[src/rtl/regfile_wb_pkg.sv]
// Shared definitions for the register-file writeback controller.
// Default geometry and the queue entry layout live here so the queue and
// the top agree on them.
package regfile_wb_pkg;

  localparam int DEPTH_DEF = 4;
  localparam int AW_DEF    = 5;
  localparam int DW_DEF    = 32;

  // One pending long-latency write at the default geometry.
  typedef struct packed {
    logic              valid;
    logic [AW_DEF-1:0] wa;
    logic [DW_DEF-1:0] wd;
  } wb_entry_t;

endpackage

[src/rtl/regfile_wb_queue.sv]
// Pending-write queue for regfile_wb: circular buffer with extra-MSB
// pointers, full/empty flags and a per-entry squash compare against the
// newer writes (accepted push and ALU write) of the current cycle.
module regfile_wb_queue
  import regfile_wb_pkg::*;
#(
  parameter int DEPTH = DEPTH_DEF,
  parameter int AW    = AW_DEF,
  parameter int DW    = DW_DEF
) (
  input  logic             clk,
  input  logic             reset,
  input  logic             push,
  input  logic [AW-1:0]    push_wa,
  input  logic [DW-1:0]    push_wd,
  input  logic             alu_kill,
  input  logic [AW-1:0]    alu_wa,
  input  logic             pop,
  output logic             full,
  output logic             empty,
  output logic             head_live,
  output logic [AW-1:0]    head_wa,
  output logic [DW-1:0]    head_wd,
  output logic [DEPTH-1:0] ent_valid,
  output logic [AW-1:0]    ent_wa [DEPTH],
  output logic [DW-1:0]    ent_wd [DEPTH]
);

  localparam int IW = $clog2(DEPTH);

  logic [IW:0]      head;
  logic [IW:0]      tail;
  logic [IW-1:0]    hidx;
  logic [IW-1:0]    tidx;
  logic [DEPTH-1:0] kill;
  logic             push_keep;

  assign hidx  = head[IW-1:0];
  assign tidx  = tail[IW-1:0];
  assign full  = (head[IW] != tail[IW]) && (hidx == tidx);
  assign empty = (head == tail);

  assign head_wa = ent_wa[hidx];
  assign head_wd = ent_wd[hidx];

  // A pushed entry is born squashed when the ALU writes the same register.
  assign push_keep = !(alu_kill && (alu_wa == push_wa));

  // The head only drains a value if it survives this cycle's squash check.
  assign head_live = !empty && ent_valid[hidx]
                   && !(push && (push_wa == head_wa))
                   && !(alu_kill && (alu_wa == head_wa));

  // Entries made stale by a newer write to the same register this cycle.
  always_comb begin
    kill = '0;
    for (int i = 0; i < DEPTH; i++) begin
      kill[i] = (push && (ent_wa[i] == push_wa))
             || (alu_kill && (ent_wa[i] == alu_wa));
    end
  end

  // Pointers and valid bits; popped slots are cleared so only live entries
  // ever show valid.
  always_ff @(posedge clk) begin
    if (reset) begin
      head      <= '0;
      tail      <= '0;
      ent_valid <= '0;
    end else begin
      for (int i = 0; i < DEPTH; i++) begin
        if (kill[i]) ent_valid[i] <= 1'b0;
      end
      if (pop) begin
        ent_valid[hidx] <= 1'b0;
        head            <= head + 1'b1;
      end
      if (push) begin
        ent_valid[tidx] <= push_keep;
        tail            <= tail + 1'b1;
      end
    end
  end

  // Entry payload storage; needs no reset since valid bits gate its use.
  always_ff @(posedge clk) begin
    if (push) begin
      ent_wa[tidx] <= push_wa;
      ent_wd[tidx] <= push_wd;
    end
  end

endmodule

[src/rtl/regfile_wb.sv]
// Writeback controller owning the register file's single write port.
// ALU writes go straight through; long-latency results queue and drain on
// idle port cycles; stale queued writes are squashed.
// Build option: define REGFILE_WB_FWD_EN to enable forwarding of pending
// values to ra1/ra2; otherwise the fwd outputs are 0 and decode must stall
// on !empty.
module regfile_wb
  import regfile_wb_pkg::*;
#(
  parameter int DEPTH = DEPTH_DEF,
  parameter int AW    = AW_DEF,
  parameter int DW    = DW_DEF
) (
  input  logic          clk,
  input  logic          reset,
  input  logic          alu_we,
  input  logic [AW-1:0] alu_wa,
  input  logic [DW-1:0] alu_wd,
  input  logic          ll_valid,
  output logic          ll_ready,
  input  logic [AW-1:0] ll_wa,
  input  logic [DW-1:0] ll_wd,
  output logic          rf_we,
  output logic [AW-1:0] rf_wa,
  output logic [DW-1:0] rf_wd,
  input  logic [AW-1:0] ra1,
  input  logic [AW-1:0] ra2,
  output logic          fwd1_hit,
  output logic          fwd2_hit,
  output logic [DW-1:0] fwd1_data,
  output logic [DW-1:0] fwd2_data,
  output logic          empty
);

  logic             alu_act;
  logic             push;
  logic             pop;
  logic             full;
  logic             head_live;
  logic [AW-1:0]    head_wa;
  logic [DW-1:0]    head_wd;
  logic [DEPTH-1:0] ent_valid;
  logic [AW-1:0]    ent_wa [DEPTH];
  logic [DW-1:0]    ent_wd [DEPTH];

  assign alu_act  = alu_we && (alu_wa != '0);
  assign ll_ready = !full;
  // Handshakes to register 0 complete but enqueue nothing.
  assign push     = ll_valid && ll_ready && (ll_wa != '0);
  // The head leaves whenever the ALU does not own the port, live or not.
  assign pop      = !reset && !alu_act && !empty;

  regfile_wb_queue #(
    .DEPTH(DEPTH),
    .AW   (AW),
    .DW   (DW)
  ) u_queue (
    .clk      (clk),
    .reset    (reset),
    .push     (push),
    .push_wa  (ll_wa),
    .push_wd  (ll_wd),
    .alu_kill (alu_act),
    .alu_wa   (alu_wa),
    .pop      (pop),
    .full     (full),
    .empty    (empty),
    .head_live(head_live),
    .head_wa  (head_wa),
    .head_wd  (head_wd),
    .ent_valid(ent_valid),
    .ent_wa   (ent_wa),
    .ent_wd   (ent_wd)
  );

  // Write-port arbitration: ALU first, then a surviving queue head.
  always_comb begin
    rf_we = 1'b0;
    rf_wa = '0;
    rf_wd = '0;
    if (!reset) begin
      if (alu_act) begin
        rf_we = 1'b1;
        rf_wa = alu_wa;
        rf_wd = alu_wd;
      end else if (head_live) begin
        rf_we = 1'b1;
        rf_wa = head_wa;
        rf_wd = head_wd;
      end
    end
  end

`ifdef REGFILE_WB_FWD_EN
  // Newest pending value per read port: the write in flight beats the
  // queue; at most one valid entry per register, so no age compare.
  always_comb begin
    fwd1_hit  = 1'b0;
    fwd1_data = '0;
    fwd2_hit  = 1'b0;
    fwd2_data = '0;
    for (int i = 0; i < DEPTH; i++) begin
      if (ent_valid[i] && (ent_wa[i] == ra1)) begin
        fwd1_hit  = 1'b1;
        fwd1_data = ent_wd[i];
      end
      if (ent_valid[i] && (ent_wa[i] == ra2)) begin
        fwd2_hit  = 1'b1;
        fwd2_data = ent_wd[i];
      end
    end
    if (rf_we && (rf_wa == ra1)) begin
      fwd1_hit  = 1'b1;
      fwd1_data = rf_wd;
    end
    if (rf_we && (rf_wa == ra2)) begin
      fwd2_hit  = 1'b1;
      fwd2_data = rf_wd;
    end
    if (ra1 == '0) begin
      fwd1_hit  = 1'b0;
      fwd1_data = '0;
    end
    if (ra2 == '0) begin
      fwd2_hit  = 1'b0;
      fwd2_data = '0;
    end
  end
`else
  logic unused_fwd;

  assign fwd1_hit  = 1'b0;
  assign fwd2_hit  = 1'b0;
  assign fwd1_data = '0;
  assign fwd2_data = '0;

  // Entry view and read addresses have no consumer without forwarding.
  always_comb begin
    unused_fwd = ^{ra1, ra2, ent_valid};
    for (int i = 0; i < DEPTH; i++) begin
      unused_fwd = unused_fwd ^ (^{ent_wa[i], ent_wd[i]});
    end
  end
`endif

endmodule

[config.mk]
export PLATFORM = sky130hd
export DESIGN_NAME = regfile_wb
export DESIGN_NICKNAME = d
export VERILOG_FILES = /design/src/rtl/regfile_wb_pkg.sv /design/src/rtl/regfile_wb_queue.sv /design/src/rtl/regfile_wb.sv
export SDC_FILE = /design/constraint.sdc
export NUM_CORES = 1
export LEC_CHECK = 0
export ABC_CLOCK_PERIOD_IN_PS = 7500
export BUFFER_PORTS_ARGS = -buffer_cell sky130_fd_sc_hd__buf_2
export CAP_MARGIN = 10
export CORE_MARGIN = 4
export CORE_UTILIZATION = 58
export DETAILED_ROUTE_END_ITERATION = 16
export PLACE_DENSITY = 0.93
export SYNTH_ARGS = -nofsm -noshare
export SYNTH_HDL_FRONTEND = slang
export SYNTH_SLANG_ARGS = --single-unit
[constraint.sdc]
create_clock -name clk -period 7.5 [get_ports clk]
set_clock_uncertainty 0.15 [all_clocks]
set_input_delay 0 -clock clk [delete_from_list [all_inputs] [get_ports clk]]
set_output_delay 0 -clock clk [all_outputs]
set_load 0.02 [all_outputs]
* After elaboration in Yosys (flattened, before gate mapping) *
Cells that the tools add are included.

operators by class
  $add $sub $neg = 2
  multipliers = 0
  div/mod/pow operators = 0
  order comparisons = 7
  equality and inequality tests = 14
  shift operators = 0
  multiplexer cells = 39
  bitwise gates (word level) = 4
  reduce and logical (&&, ||, !) cells = 36

operator list
  cell                                                                count
  two-way mux 32 bit                                                  6
  bitwise mux 128 bit                                                 1
  binary-select mux 32 bit (select 2 bit)                             1
  demux 32 bit (select 2 bit)                                         1
  == test 5 bit                                                       11
  two-way mux 5 bit                                                   6
  logical AND 1 bit                                                   23
  bitwise mux 20 bit                                                  1
  two-way mux 1 bit                                                   14
  two-way mux 4 bit                                                   3
  binary-select mux 5 bit (select 2 bit)                              1
  demux 5 bit (select 2 bit)                                          1
  nonzero test 5 bit                                                  2
  zero test 1 bit                                                     7
  adder 3 x 1 -> 3 bit (second input constant)                        2
  greater-or-equal comparator 3 bit (second input constant)           2
  < comparator 2 x 3 -> 1 bit (second input constant)                 2
  NOT 2 -> 3 bit                                                      2
  AND 4 bit                                                           1
  bitwise mux 4 bit                                                   1
  demux 1 bit (select 2 bit)                                          2
  greater-or-equal comparator 2 x 1 -> 1 bit (second input constant)  2
  logical OR 1 bit                                                    4
  NOT 4 bit                                                           1
  5 further kinds                                                     5

storage, ports and cells
  register bits = 158
  bits in latches = 0
  bits in writable memories = 0
  bits in read-only memories = 0
  input bits = 88
  output and inout bits = 106
  word-level logic and storage cells = 113
  memories = 0

* Longest topological paths before layout *
  depth in word-level cells = 14
  mapped depth = 9
  depth with buffers taken out = 5

* Modules after synthesis *
From an unflattened synthesis, not the netlist that was laid out.

unflattened totals
  cells, all modules = 666
  area total of the unflattened synthesis = 8569.5 µm²

modules (own cells, without submodules)
  module            times used  cells each  area each (µm²)  sequential area each (µm²)
  regfile_wb_queue  1           348         6575.1           4644.5
  regfile_wb        1           318         1994.4           0.0

* Worst setup path before layout *
Ideal clock, no wire load.

  kind = register to register
  start = register u_queue.head[0]
  end = register u_queue.ent_wa[0] in the netlist's numbering (enable)
  setup time = 490 ps
  data arrival time = 3826 ps
  data required time = 6860 ps
  setup slack = 3034 ps
  stages on the path, launching flop included = 6
  buffers on the path = 2
  period minus slack after synthesis = 4466 ps
  cell sequence = dfxtp_1 -> buf_6 -> buf_4 -> xnor2_1 -> and3_1 -> nor3b_1

between the ends
  longest elaborated chain between the ends = 5

RTL lines
  element                         line                    text
  start: declaration              regfile_wb_queue.sv:31  logic [IW:0] head;
  start signal: assignment        regfile_wb_queue.sv:76  head <= head + 1'b1;
  == test 2 bit                   regfile_wb_queue.sv:40  assign full = (head[IW] != tail[IW]) && (hidx == tidx);
  logical AND 1 bit               regfile_wb_queue.sv:40
  zero test 1 bit                 regfile_wb.sv:47        assign ll_ready = !full;
  logical AND 1 bit (2 in a row)  regfile_wb.sv:49        assign push = ll_valid && ll_ready && (ll_wa != '0);
  end signal: indexed assignment  regfile_wb_queue.sv:88  ent_wa[tidx] <= push_wa;
  end: declaration                regfile_wb_queue.sv:25  output logic [AW-1:0] ent_wa [DEPTH],

Every way passes these cells.
A chain may end at the register's enable or synchronous reset.

* Worst setup path after layout *
  start = register u_queue.head[0]
  end = output rf_wd[9]

between the ends
  longest elaborated chain between the ends = 12
  elaborated cells between the ends (all ways) = 28
  those cells by class = eq/ne: 4; mux: 11; bitwise: 1; reduce/logical: 12

RTL lines
  element                                                                              line                                                                    text
  NOT 2 -> 3 bit (not written as such) / == test 2 bit (equally long branches)         regfile_wb_queue.sv:43, regfile_wb_queue.sv:44, regfile_wb_queue.sv:40
  binary-select mux 5 bit (select 2 bit) / logical AND 1 bit (equally long branches)   regfile_wb_queue.sv:43, regfile_wb_queue.sv:40
  two-way mux 5 bit (not written as such) / zero test 1 bit (equally long branches)    regfile_wb_queue.sv:43, regfile_wb.sv:47
  two-way mux 5 bit (not written as such) / logical AND 1 bit (equally long branches)  regfile_wb_queue.sv:43, regfile_wb.sv:49
  == test 5 bit / logical AND 1 bit (equally long branches)                            regfile_wb_queue.sv:51, regfile_wb.sv:49
  logical AND 1 bit                                                                    regfile_wb_queue.sv:51                                                  && !(push && (push_wa == head_wa))
  zero test 1 bit                                                                      regfile_wb_queue.sv:51
  logical AND 1 bit                                                                    regfile_wb_queue.sv:51
  logical AND 1 bit                                                                    regfile_wb_queue.sv:52                                                  && !(alu_kill && (alu_wa == head_wa));
  two-way mux 32 bit *                                                                 regfile_wb.sv:86                                                        end else if (head_live) begin
  two-way mux 32 bit *                                                                 regfile_wb.sv:82                                                        if (alu_act) begin
  two-way mux 32 bit *                                                                 regfile_wb.sv:81                                                        if (!reset) begin
  end: declaration                                                                     regfile_wb.sv:25                                                        output logic [DW-1:0] rf_wd,

Every way passes the cells marked *; elsewhere a longest branch is shown, timed or not. The select of a mux whose other input is x is not followed.

==> flow_summary_export.csv <==
group,metric,value,unit
sta,maxClockFrequency,228.6,MHz
critical_path,timing.critical_path.arrival,4.22,ns
power_and_ir_drop,design_power_total,2279,uW
logic_synthesis,yosysSeqAreaShare,0.5998,
sta,report.final.slew_viol_count,0,
critical_path,critical_path.endpoint_type,"primary output",
final_layout,final_layout_size_suffix_gt1_frac,0.3128,
final_layout,antenna_cells,0,
global_route,grtUsageTotal,0.2331,
critical_path,max_stage_delay,1.00,ns
global_route,gr-usage-met2,0.3945,
sta,fin_crit_sh,0.5832,
cts,post-cts-setup-buffer-count,0,
cts,cts_root_buf,"sky130_fd_sc_hd__clkbuf_16",
global_route,grt_start_max_net_pins,45,
critical_path,critical_path_class,"flip-flop to primary output",
critical_path,worstSetupStartpointType,"flip-flop",
global_route,grt_pass1_wl,26.23,mm
logic_synthesis,most_common_cell_in_the_netlist,"sky130_fd_sc_hd__edfxtp_1",
cts,clock_sinks,158,
logic_synthesis,synth_async_sr_flop_share,0,
detailed_routing,post-route-drc-count,0,
global_route,antenna_found_initial,0,
final_layout,finish.net_count,780,
cts,cts_tree,"built",
run,max-cap-violations,0,
logic_synthesis,synth-seq-cells,158,
sta,setup_viol,0,
global_route,gr-usage-met1,0.2925,
floorplanning,die_area,15260,sq um
cts,clockBufferDepth,2,
critical_path,cp_cell_sequence,"buf_4, xnor2_1, and3_1, nor2_1, and3_2, o21ai_0, buf_2",
logic_synthesis,syn_inst,539,
sta,grt_setup_unrepaired,"no",
sta,maxSlewHeadroom,0.2321,
critical_path,worst-path-buf-inv,2,
sta,fin_tns_setup,0,ns
final_layout,finish.utilization,0.7095,
cts,clkSlewWorstSetupHoldPaths,0.06,ns
final_layout,area.growth.synth_to_final,17.50,%
power_and_ir_drop,power.static_leakage,0.003337,uW
critical_path,cpMaxStageDelayCell,"sky130_fd_sc_hd__and3_2",
critical_path,worst_ep_required_time,7.35,ns
detailed_routing,routed-via-count,4875,
logic_synthesis,synth_largest_area_cell,"sky130_fd_sc_hd__edfxtp_1",
floorplanning,row_count,41,
cts,clkLatencyLatePin,0.40,ns
floorplanning,start_util,0.6038,
detailed_routing,drtPass1Iterations,5,
sta,worst_pin_slew,1.152,ns
logic_synthesis,avgSynthCellArea,14.37,sq um
detailed_routing,routed_wire_length_per_instance,19.56,um
cts,cts.htree.levels,4,
sta,finalHoldWorstSlack,0.04513,ns
final_layout,finished_layout_cell_area,9099,sq um
cts,cts_made_buffers,17,
critical_path,maximum_net_fanout_on_the_critical_path,38,
global_route,groute.layer.met3.usage,0.05535,
global_route,grt-busiest-layer,"met2",
power_and_ir_drop,cellPowerDensity,250.5,nW/um^2
logic_synthesis,synth_top_flop_cell,"sky130_fd_sc_hd__edfxtp_1",
placement,numPortBuffers,117,
floorplanning,coreArea,12820,sq um
logic_synthesis,synthDominantCellAreaShare,0.5739,
logic_synthesis,syn-cell-area,7744,sq um
global_route,overflow,0,
detailed_routing,vias_per_cell,5.610,
logic_synthesis,cell_types_with_the_largest_area_share_after_synthesis,"sky130_fd_sc_hd__edfxtp_1, sky130_fd_sc_hd__mux4_2, sky130_fd_sc_hd__buf_4, sky130_fd_sc_hd__nand2_1, sky130_fd_sc_hd__xnor2_1",
critical_path,worst_path_dominant_cell_family,"simple AND/OR/NAND/NOR gates",
floorplanning,ios,194,
logic_synthesis,synth.yosys.warnings,0,
placement,place_hpwl,10.29,mm
floorplanning,floorplan.die.width,123.5,um
detailed_routing,drt_initial_violations,369,
sta,period_needed,4.374,ns
hold_path,min_path_type,"input pin to flip-flop",
logic_synthesis,synth-edff-count,148,
floorplanning,chipHeight,123.5,um
detailed_routing,drt_total_wl,17.00,mm
placement,routabilityCongestion,0.9297,
logic_synthesis,yosys-top-cells-count,"sky130_fd_sc_hd__edfxtp_1, sky130_fd_sc_hd__nand2_1, sky130_fd_sc_hd__buf_4",
outcome,run_status,"completed",
global_route,via_count_of_the_first_global_routing_pass,5025,
placement,post_dp_cell_area,8144,sq um
detailed_routing,ant_nets,0,
power_and_ir_drop,vdd.ir_drop.worst,0.1695,mV
sta,final_hold_viol_count,0,
logic_synthesis,post_synth_num_cell_types,41,
power by group:
part           switching, uW  leakage (uW)  internal [uW]  total [uW]
combinational            215       0.00163            186         402
clock                    348      0.000265            465         813
sequential              49.7       0.00144           1010        1060
total                    613       0.00334           1670        2280
sequential cells by signal (all words and copies together) (netlist names):
signal and cells:
u_queue.head 3, u_queue.ent_valid 4, u_queue.tail 3, u_queue.ent_wa 20, u_queue.ent_wd 128
area by class of cell:
class | count | area [sq um]
Tap cell | 172 | 215.2
Timing Repair Buffer | 159 | 998.5
Multi-Input combinational cell | 342 | 2651
Inverter | 6 | 22.52
Sequential cell | 158 | 4647
Fill cell | 832 | 3726
Clock inverter | 13 | 131.4
Clock buffer | 19 | 432.9
stage by stage:
stage | instances | setup WS (ns)
6_report | 869 | 3.126
5_1_grt | 869 | 2.741
4_1_cts | 869 | 3.078
3_5_place_dp | 798 | 3.536
3_3_place_gp | 798 | 3.598
2_1_floorplan | 604 | 3.034
worst min-delay path: stages:
cell,delay (ns)
sky130_fd_sc_hd__buf_2,0.12
sky130_fd_sc_hd__o31a_1,0.18
sky130_fd_sc_hd__o21ai_0,0.18
sky130_fd_sc_hd__a21oi_1,0.08
cells by family (layout without fill, tap and decap cells):
kind of cell    Yosys count  count (layout)  share of synthesized area
compound gates           62              62                    0.05768
buf+inv                 104             197                    0.09097
mux                      38              38                     0.1105
other cells               1              66                  0.0004843
fa+ha+maj                 8               8                    0.01293
flops                   158             158                     0.5998
simple gates            109             109                    0.06092
xor+xnor                 59              59                    0.06673
routing by layer:
| metal | vias to the layer above | routed length, um |
|---|---|---|
| li1 | 2144 | - |
| met1 | 2379 | 6279 |
| met2 | 325 | 8661 |
| met3 | 27 | 1715 |
| met4 | 0 | 341 |
| met5 | - | 0 |
worst paths after layout:
kind,startpoint,to,slack (ns),depth (start not counted)
max,u_queue.head[0],rf_wd[9],3.13,7
min,alu_we,u_queue.head[1],0.05,4
max reg2reg,u_queue.head[0],u_queue.ent_wd[65],3.64,5
min reg2reg,u_queue.ent_valid[0],u_queue.ent_valid[0],0.36,1
timing repair:
| item | CTS | global route |
|---|---|---|
| endpoints found under the setup margin | 0 | 0 |
| resized for setup | 0 | 0 |
| endpoints found under the hold margin | 155 | 0 |
| hold buffers | 39 | 0 |
layout by cell type (no fill, tap or decap), types with 6 or more instances in the layout:
cell type,count
sky130_fd_sc_hd__xor2_1,29
sky130_fd_sc_hd__buf_2,117
sky130_fd_sc_hd__edfxtp_1,148
sky130_fd_sc_hd__dfxtp_1,8
sky130_fd_sc_hd__xnor2_1,30
sky130_fd_sc_hd__o21ai_2,18
sky130_fd_sc_hd__nand2_1,76
sky130_fd_sc_hd__dlygate4sd3_1,39
sky130_fd_sc_hd__mux4_2,38
sky130_fd_sc_hd__nor2_1,6
sky130_fd_sc_hd__inv_1,6
sky130_fd_sc_hd__clkbuf_16,17
sky130_fd_sc_hd__o21ai_0,13
sky130_fd_sc_hd__conb_1,66
sky130_fd_sc_hd__ha_1,8
sky130_fd_sc_hd__o21ai_1,12
Power figures use the tool's default switching activity.
